File: config.mk
export PLATFORM = sky130hd
export DESIGN_NAME = fft8_dif_feeder
export DESIGN_NICKNAME = d
export VERILOG_FILES = /design/src/rtl/fft8_pkg.sv /design/src/rtl/fft8_pingpong_ram.sv /design/src/rtl/fft8_dif_feeder.sv
export SDC_FILE = /design/constraint.sdc
export NUM_CORES = 1
export LEC_CHECK = 0
export CAP_MARGIN = 5
export CELL_PAD_IN_SITES_DETAIL_PLACEMENT = 0
export CELL_PAD_IN_SITES_GLOBAL_PLACEMENT = 1
export CORE_MARGIN = 2
export CORE_UTILIZATION = 45
export DETAILED_ROUTE_END_ITERATION = 8
export HOLD_SLACK_MARGIN = 0.12
export PLACE_DENSITY = 0.68
export SYNTH_ARGS = -nofsm -noshare
export SYNTH_HDL_FRONTEND = slang
export SYNTH_SLANG_ARGS = --single-unit
export TNS_END_PERCENT = 50
File: constraint.sdc
create_clock -name clk -period 6.06 [get_ports clk]
set_input_delay 1.212 -clock clk [delete_from_list [all_inputs] [get_ports clk]]
set_output_delay 1.212 -clock clk [all_outputs]
set_load 0.05 [all_outputs]
File: src/rtl/fft8_pkg.sv
// rtl/fft8_pkg.sv - shared constants and types for the 8-point FFT datapath
package fft8_pkg;

  localparam int FFT_N    = 8;
  localparam int FFT_HALF = 4;
  localparam int CPX_W    = 32;

  typedef logic [CPX_W-1:0] cpx_t;
  typedef logic [2:0]       tw_idx_t;

endpackage

File: src/rtl/fft8_pingpong_ram.sv
// rtl/fft8_pingpong_ram.sv - two-bank sample store, one write port, two async read ports
module fft8_pingpong_ram #(
  parameter int DATA_W = 32,
  parameter int DEPTH  = 8
) (
  input  logic                     clk,
  input  logic                     wr_en,
  input  logic                     wr_bank,
  input  logic [$clog2(DEPTH)-1:0] wr_addr,
  input  logic [DATA_W-1:0]        wr_data,
  input  logic                     rd_bank,
  input  logic [$clog2(DEPTH)-1:0] rd_addr_lo,
  input  logic [$clog2(DEPTH)-1:0] rd_addr_hi,
  output logic [DATA_W-1:0]        rd_data_lo,
  output logic [DATA_W-1:0]        rd_data_hi
);

  // Bank select is the MSB of the flat address; contents are never reset.
  logic [DATA_W-1:0] mem [2*DEPTH];

  always_ff @(posedge clk) begin
    if (wr_en) begin
      mem[{wr_bank, wr_addr}] <= wr_data;
    end
  end

  assign rd_data_lo = mem[{rd_bank, rd_addr_lo}];
  assign rd_data_hi = mem[{rd_bank, rd_addr_hi}];

endmodule

File: src/rtl/fft8_dif_feeder.sv
// rtl/fft8_dif_feeder.sv - ping-pong frame buffer issuing stage-1 DIF pairs (x[k], x[k+4])
module fft8_dif_feeder
  import fft8_pkg::*;
#(
  parameter int DATA_W = 32,
  parameter int N      = FFT_N
) (
  input  logic              clk,
  input  logic              rst,
  input  logic              in_valid,
  input  logic [DATA_W-1:0] in_data,
  output logic              in_ready,
  output logic              out_valid,
  input  logic              out_ready,
  output logic [DATA_W-1:0] num1,
  output logic [DATA_W-1:0] num2,
  output tw_idx_t           twiddle_index,
  output logic              out_last
);

  localparam int AW = $clog2(N);
  localparam int KW = AW - 1;
  localparam logic [AW-1:0] WR_LAST = AW'(N - 1);
  localparam logic [KW-1:0] K_LAST  = KW'(FFT_HALF - 1);

  logic [1:0]    full, full_next;
  logic          wr_bank, rd_bank;
  logic [AW-1:0] wr_cnt;
  logic [KW-1:0] k;
  logic          wr_fire, rd_fire, wr_done, rd_done;

  assign in_ready  = !full[wr_bank];
  assign out_valid = full[rd_bank];
  assign wr_fire   = in_valid && in_ready;
  assign rd_fire   = out_valid && out_ready;
  assign wr_done   = wr_fire && (wr_cnt == WR_LAST);
  assign rd_done   = rd_fire && (k == K_LAST);

  // Set and clear always hit different banks: the write bank is not full, the read bank is.
  always_comb begin
    full_next = full;
    if (rd_done) full_next[rd_bank] = 1'b0;
    if (wr_done) full_next[wr_bank] = 1'b1;
  end

  always_ff @(posedge clk) begin
    if (rst) begin
      full    <= '0;
      wr_bank <= 1'b0;
      rd_bank <= 1'b0;
      wr_cnt  <= '0;
      k       <= '0;
    end else begin
      full <= full_next;
      if (wr_fire) begin
        wr_cnt <= wr_cnt + 1'b1;
        if (wr_done) wr_bank <= ~wr_bank;
      end
      if (rd_fire) begin
        k <= k + 1'b1;
        if (rd_done) rd_bank <= ~rd_bank;
      end
    end
  end

  assign twiddle_index = tw_idx_t'({1'b0, k});
  assign out_last      = out_valid && (k == K_LAST);

  fft8_pingpong_ram #(
    .DATA_W(DATA_W),
    .DEPTH (N)
  ) u_ram (
    .clk       (clk),
    .wr_en     (wr_fire),
    .wr_bank   (wr_bank),
    .wr_addr   (wr_cnt),
    .wr_data   (in_data),
    .rd_bank   (rd_bank),
    .rd_addr_lo({1'b0, k}),
    .rd_addr_hi({1'b1, k}),
    .rd_data_lo(num1),
    .rd_data_hi(num2)
  );

endmodule
==> results of run 1 <==
==> synth_stat cells <==
| master | n | area, um2 |
|---|---|---|
| a21oi_1 | 3 | 15.0 |
| a31oi_1 | 1 | 6.26 |
| a41o_1 | 1 | 10.0 |
| and2_1 | 1 | 6.26 |
| buf_1 | 1 | 3.75 |
| buf_2 | 11 | 55.1 |
| buf_4 | 1 | 7.51 |
| buf_6 | 11 | 124 |
| clkbuf_1 | 17 | 63.8 |
| conb_1 | 1 | 3.75 |
| dfxtp_1 | 9 | 180 |
| edfxtp_1 | 512 | 15400 |
| ha_1 | 6 | 75.1 |
| inv_1 | 5 | 18.8 |
| mux2_2 | 64 | 721 |
| mux2i_1 | 3 | 30.0 |
| mux4_2 | 128 | 2880 |
| nand2_1 | 2 | 7.51 |
| nand2b_1 | 6 | 37.5 |
| nand3_1 | 6 | 30.0 |
| nand4b_1 | 2 | 17.5 |
| nor2_1 | 16 | 60.1 |
| nor2b_1 | 1 | 6.26 |
| nor3_1 | 5 | 25.0 |
| o21ai_0 | 4 | 20.0 |
| o21ba_2 | 1 | 10.0 |
| o31ai_1 | 1 | 7.51 |
| or3_1 | 2 | 12.5 |
==> cell families after synthesis <==
logic type | count (synthesis) | synth area share
adder cells (fa/ha/maj) | 6 | 0.00379
AO/OA/AOI/OAI | 11 | 0.00347
multiplexers | 195 | 0.183
AND/OR/NAND/NOR | 41 | 0.0102
other | 1 | 0.000189
buffers and inverters | 46 | 0.0138
flip-flops | 521 | 0.785
==> sequential cells by signal, summed over array words and instances (netlist names) <==
name / flops
u_ram.mem: 512
k: 2
rd_bank: 1
wr_cnt: 3
full: 2
wr_bank: 1
==> cell type report <==
cell class | instances | area [um2] | area share
Sequential cell | 521 | 15600 | 0.670
Inverter | 5 | 18.8 | 0.000808
Multi-Input combinational cell | 254 | 4090 | 0.176
Timing Repair Buffer | 127 | 1250 | 0.0539
Tap cell | 585 | 732 | 0.0315
Clock inverter | 29 | 210 | 0.00905
Clock buffer | 61 | 1360 | 0.0584
==> worst max-delay path, delay by kind of cell (launching register included) <==
kind	cells	cell delay [ns]
flops	1	0.94
mux	2	0.69
buf+inv	2	1.20
==> stage by stage <==
step | instance area, um2 | power, uW | hold slack [ns] | utilization
global route | 23200 | 7450 | 0.575 | 0.537
detailed placement | 21700 | 4330 | 0.536 | 0.501
floorplan | 19800 | 4200 | 0.494 | -
global placement | 21700 | 4330 | 0.523 | 0.501
finish | 23200 | 7230 | 0.551 | 0.537
CTS | 23200 | 7300 | 0.555 | 0.537
==> placed cells by master (no fill, tap or decap), types with 3 or more instances in the layout <==
cell             instances
o21ai_0                  4
nand3_1                  6
a21oi_1                  3
buf_12                   3
clkbuf_16               53
clkdlybuf4s50_1        104
ha_1                     6
dfxtp_4                  3
nand2b_1                 6
bufinv_16                3
edfxtp_1               512
dfxtp_1                  6
mux2_2                  64
clkinv_1                14
clkinvlp_4               3
mux2i_1                  3
nor3_2                   4
mux4_2                 128
nor2_4                  12
clkinv_2                 9
nor2_1                   4
clkbuf_1                 8
buf_4                   20
inv_1                    5
==> where the power goes <==
part           leakage (uW)  internal, uW  total, uW  switching (uW)
logic               0.00157          82.5        246             163
clock network      0.000763          1710       2980            1270
registers           0.00470          4000       4010            8.89
==> worst paths after layout <==
path | startpoint | to | slack (ns)
max | rd_bank | num1[1] | 1.37
min | wr_cnt[1] | wr_cnt[1] | 0.55
max reg2reg | wr_bank | u_ram.mem[11][15] | 2.69
min reg2reg | wr_cnt[1] | wr_cnt[1] | 0.55
==> routing by layer <==
metal | part of all wire | track usage | vias to the layer above
li1 | - | - | 3762
met1 | 0.44 | 0.257 | 4671
met2 | 0.50 | 0.291 | 235
met3 | 0.050 | 0.0309 | 50
met4 | 0.016 | 0.0527 | 4
met5 | 0.00075 | 0 | -
==> qor_table.md, run 1 <==
| Parameter | Reported | Unit |
| --- | --- | --- |
| Hold-fix buffer count after cts | 0 | - |
| Vias per cell | 5.51 | - |
| Count of cells along the worst register-to-register path | 4 | - |
| Worst path cell trace | buf_4, mux4_2, mux2_2, clkdlybuf4s50_1 | - |
| Setup-failing EPs final | 0 | - |
| GRT Residual Overflow | 0 | - |
| Total track usage | 0.181 | - |
| HPWL Detailed | 21,300 | um |
| Count of boundary I/O pins | 106 | - |
| Number of placed cells counting well taps | 1,492 | - |
| Maximum clock rate | 213 | MHz |
| Count of final max-slew check failures | 0 | - |
| Antenna violations before repair | 2 | - |
| Biggest cell delay along the critical path | 0.94 | ns |
| Clock insertion delay at the later pin of the skew report | 0.58 | ns |
| Post-cts repair resize count | 0 | - |
| Postcts setup bufs | 0 | - |
| Peak supply drop | 0.168 | mV |
| Fill cell total of the finished layout | 3,297 | - |
| Routed wire length | 40,200 | um |
| Die width | 214 | um |
| Antenna diode count | 0 | - |
| Critical Path Fanout Max | 58 | - |
| Clock tree skew after final layout | 0.0119 | ns |
| Mapped Area | 19,800 | um2 |
| Number of maximum-capacitance constraint violations | 0 | - |
| Crit. End Element | primary output | - |
| Max Root-Sink Buffers | 3 | - |
| Residual DRC count | 0 | - |
| Share of layout cells above drive strength 1 | 0.304 | - |
| CTS sink cnt | 521 | - |
| Area of the die | 45,700 | um2 |
| Count of input and output buffers | 104 | - |
| Synth Register Bits | 521 | - |
| Setup CP Type | reg -> out | - |
| Number of global-route vias before repair | 9,099 | - |
| Final instance count without filler cells | 1,582 | - |
| Height of the die | 214 | um |
| Post-layout worst setup margin | 1.37 | ns |
| Vias after detailed routing | 8,722 | - |
| Clk slew on worst S/H paths | 0.06 | ns |
| Tightest Hold Check Type | reg -> reg | - |
| Critical Path Source Type | flip-flop | - |
| Global-route wire length before repair | 59,000 | um |
| Average wire per cell in the routed design | 25.4 | um |
| Endpoints failing hold | 0 | - |
| Warning count from the yosys run | 0 | - |
| Pre-CTS setup slack | 1.96 | ns |
| Static leakage | 0.00703 | uW |
| Num CTS Buffers | 52 | - |
| Final total negative setup slack | 0 | ns |
| Largest net degree at the start of global routing | 59 | - |
| Average footprint of a synthesized cell | 24.1 | um2 |
| Area of the core | 43,300 | um2 |
| Highest-delay cell along the critical path | dfxtp_4 | - |
| Final min period | 4.69 | ns |
| Post-synthesis net count | 863 | - |
| Area Overhead vs Synth | 17.2 | % |
| Initial standard-cell utilization of the core | 0.458 | - |
| Std cell rows | 76 | - |
| Actual transition at the worst max-transition pin | 1.02 | ns |
| Number of cells on the worst hold path | 2 | - |
| Unique masters post-synth | 28 | - |
| Normalized max-slew margin | 0.316 | - |
| Cells after synthesis | 821 | - |
| Clock tree from TritonCTS | done | - |
| Post-synthesis sequential area ratio | 0.785 | - |
| Required time of the critical path | 4.85 | ns |
| Ratio of total power to cell area | 311 | nW/um2 |
| First drt pass iteration count | 5 | - |
| Detailed Route Iter0 Violations | 723 | - |
| Data arrival time at the worst-slack endpoint | 3.48 | ns |
| Unrepaired setup endpoints after global routing | no | - |
| Status | completed | - |
| GPL Wtd Cong | 0.670 | - |
| Clock root buffer master | clkbuf_16 | - |
| NumNets Final | 1,003 | - |
| Share of the cycle needed by the critical path after routing | 0.774 | - |
| Antenna-violating nets left | 0 | - |
| CTS H-tree depth | 2 | - |
Note: power is estimated with default switching activity, not from simulation.
==> run 2: changes to the inputs <==
==> constraint.sdc (replaced) <==
create_clock -name clk -period 4.36 [get_ports clk]
set_input_delay 0.872 -clock clk [delete_from_list [all_inputs] [get_ports clk]]
set_output_delay 0.872 -clock clk [all_outputs]
set_load 0.05 [all_outputs]
==> qor_table.md, run 2 (synthesized netlist as in run 1, its figures left out) <==
| Parameter | Reported | Unit | vs previous |
| --- | --- | --- | --- |
| GRT Residual Overflow | 0 | - | unchanged |
| Number of global-route vias before repair | 9,239 | - | +1.5% |
| CTS sink cnt | 521 | - | unchanged |
| Share of layout cells above drive strength 1 | 0.301 | - | -0.00272 |
| Area Overhead vs Synth | 18.3 | % |  |
| HPWL Detailed | 20,800 | um | -2.3% |
| Combined flip-flop and latch cell area | 15,600 | um2 | unchanged |
| R2r setup slk | 1.23 | ns | -1.46 ns |
| Num CTS Buffers | 52 | - | unchanged |
| Status | completed | - |  |
| Worst flop-to-flop path startpoint | wr_bank | - |  |
| GPL Wtd Cong | 0.684 | - | +2.2% |
| Metal2 WL | 19,100 | um | -4.4% |
| Count of input and output buffers | 104 | - | unchanged |
| Setup-failing EPs final | 0 | - | unchanged |
| Clk slew on worst S/H paths | 0.06 | ns | about the same |
| Die width | 214 | um | unchanged |
| Vias per cell | 5.55 | - | +0.58% |
| Topmost layer with routed signal wires | met4 | - |  |
| Height of the die | 214 | um | unchanged |
| Total power draw | 10,200 | uW | +41% |
| First drt pass iteration count | 5 | - | unchanged |
| Fraction of the core area covered by cells at the end of the flow | 0.541 | - | +0.00460 |
| Clock tree from TritonCTS | done | - |  |
| Critical Path Source Type | flip-flop | - |  |
| Residual DRC count | 0 | - | unchanged |
| Antenna-violating nets left | 0 | - | unchanged |
| Unrepaired setup endpoints after global routing | no | - |  |
| Register with the most flip-flops | u_ram.mem | - |  |
| Data arrival time at the worst-slack endpoint | 3.12 | ns | -0.36 ns |
| Max reg flops | 512 | - | unchanged |
| Largest registers | u_ram.mem (512), wr_cnt (3) | - |  |
| Count of final max-slew check failures | 0 | - | unchanged |
| Post-cts repair resize count | 0 | - | unchanged |
| Clock insertion delay at the later pin of the skew report | 0.59 | ns | about the same |
| Routed wire length | 40,000 | um | -0.45% |
| Largest net degree at the start of global routing | 62 | - | +5.1% |
| Actual transition at the worst max-transition pin | 0.740 | ns | -0.284 ns |
| Most frequent cells in the layout | edfxtp_1, mux4_2, clkdlybuf4s50_1 | - |  |
| Detailed Route Iter0 Violations | 836 | - | +16% |
| Endpoints failing hold | 0 | - | unchanged |
| Final min period | 3.99 | ns |  |
| Hold-fix buffer count after cts | 0 | - | unchanged |
| Global-route wire length before repair | 59,200 | um | +0.44% |
| Final total negative setup slack | 0 | ns | unchanged |
| Number of placed cells counting well taps | 1,497 | - | +0.34% |
| Peak supply drop | 0.267 | mV | +58% |
| Number of cells on the worst hold path | 2 | - | unchanged |
| Antenna violations before repair | 1 | - | -1 |
| Static leakage | 0.00709 | uW | +0.85% |
| Required time of the critical path | 3.49 | ns | -1.36 ns |
| CTS H-tree depth | 2 | - | unchanged |
| Vias after detailed routing | 8,828 | - | +1.2% |
| Total track usage | 0.181 | - | +0.000224 |
| Area of the die | 45,700 | um2 | unchanged |
| Count of cells along the worst register-to-register path | 4 | - | unchanged |
| Ratio of total power to cell area | 435 | nW/um2 | +40% |
| Clock root buffer master | clkbuf_16 | - |  |
| Endpoint with the worst hold slack | rd_bank | - |  |
| Critical Path Fanout Max | 30 | - | -48% |
| Count of boundary I/O pins | 106 | - | unchanged |
| Max Root-Sink Buffers | 3 | - | unchanged |
| Routed wl met3 | 1920 | um | -3.5% |
| Worst reg2reg endpoint | u_ram.mem[10][22] | - |  |
| Maximum clock rate | 250 | MHz |  |
| Initial standard-cell utilization of the core | 0.458 | - | unchanged |
| Number of maximum-capacitance constraint violations | 0 | - | unchanged |
| Hold path startpoint | full[0] | - |  |
| Setup CP Type | reg -> out | - |  |
| Clock tree skew after final layout | 0.0210 | ns | +0.00912 ns |
| Met1 wire length | 18,400 | um | +4.7% |
| Average wire per cell in the routed design | 25.1 | um | -1.1% |
| Tightest Hold Check Type | reg -> reg | - |  |
| Final instance count without filler cells | 1,592 | - | +0.63% |
| Crit. End Element | primary output | - |  |
| Area of the core | 43,300 | um2 | unchanged |
| Fill cell total of the finished layout | 3,275 | - | -0.67% |
| Postcts setup bufs | 0 | - | unchanged |
| Std cell rows | 76 | - | unchanged |
| Normalized max-slew margin | 0.493 | - | +0.177 |
| Share of the cycle needed by the critical path after routing | 0.916 | - |  |
| NumNets Final | 1,008 | - | +0.50% |
| Most frequent standard cell in the layout excluding fill and tap cells | edfxtp_1 | - |  |
| Multi-input combinational cell area | 4110 | um2 | +0.31% |
## run 2: cell count changes in the layout (fill, tap and decap cells not counted), sizes merged
cell	before	now
clkbuf	61	67
buf	23	28
clkinv	23	20
clkinvlp	3	0
bufinv	3	5
inv	5	7
diode	0	1
## run 2: worst max-delay path, cell delays in order (launching register included)
cell	delay, ns
dfxtp_4	0.67
buf_4	0.46
mux4_2	0.38
mux2_2	0.31
clkdlybuf4s50_1	0.71
## run 2: layer usage
metal | track usage | vias up
met5 | 0 | -
met4 | 0.0484 | 0
met3 | 0.0300 | 52
met2 | 0.281 | 202
met1 | 0.269 | 4791
li1 | - | 3783
## run 2: worst max path at each step
stage	cells after the start	to	from	slack (ns)
6_report	4	num2[30]	rd_bank	0.37
4_1_cts	4	num2[30]	rd_bank	0.31
3_5_place_dp	4	num2[30]	rd_bank	0.94
3_3_place_gp	4	num2[30]	rd_bank	0.96
5_1_grt	4	num2[30]	rd_bank	0.28
2_1_floorplan	3	u_ram.mem[0][0]	wr_bank	-0.15
## run 2: final cells by class
type                            instances  share of cell area
Antenna cell                            1            0.000107
Clock buffer                           67              0.0589
Clock inverter                         27              0.0105
Inverter                                5            0.000801
Multi-Input combinational cell        254               0.175
Sequential cell                       521               0.664
Tap cell                              585              0.0312
Timing Repair Buffer                  132              0.0587
## run 2: power by group
part	internal, uW	total, uW	switching (uW)
sequential	5560	5570	12.4
clock	2510	4280	1770
combinational	117	345	228
total	8180	10200	2010
## run 2: per-stage QoR
step	setup WS (ns)	hold slack [ns]	cell area, um2
floorplan	-0.152	0.494	19800
detailed placement	0.940	0.527	21800
finish	0.366	0.534	23400
global route	0.284	0.559	23400
CTS	0.308	0.536	23400
global placement	0.955	0.518	21800
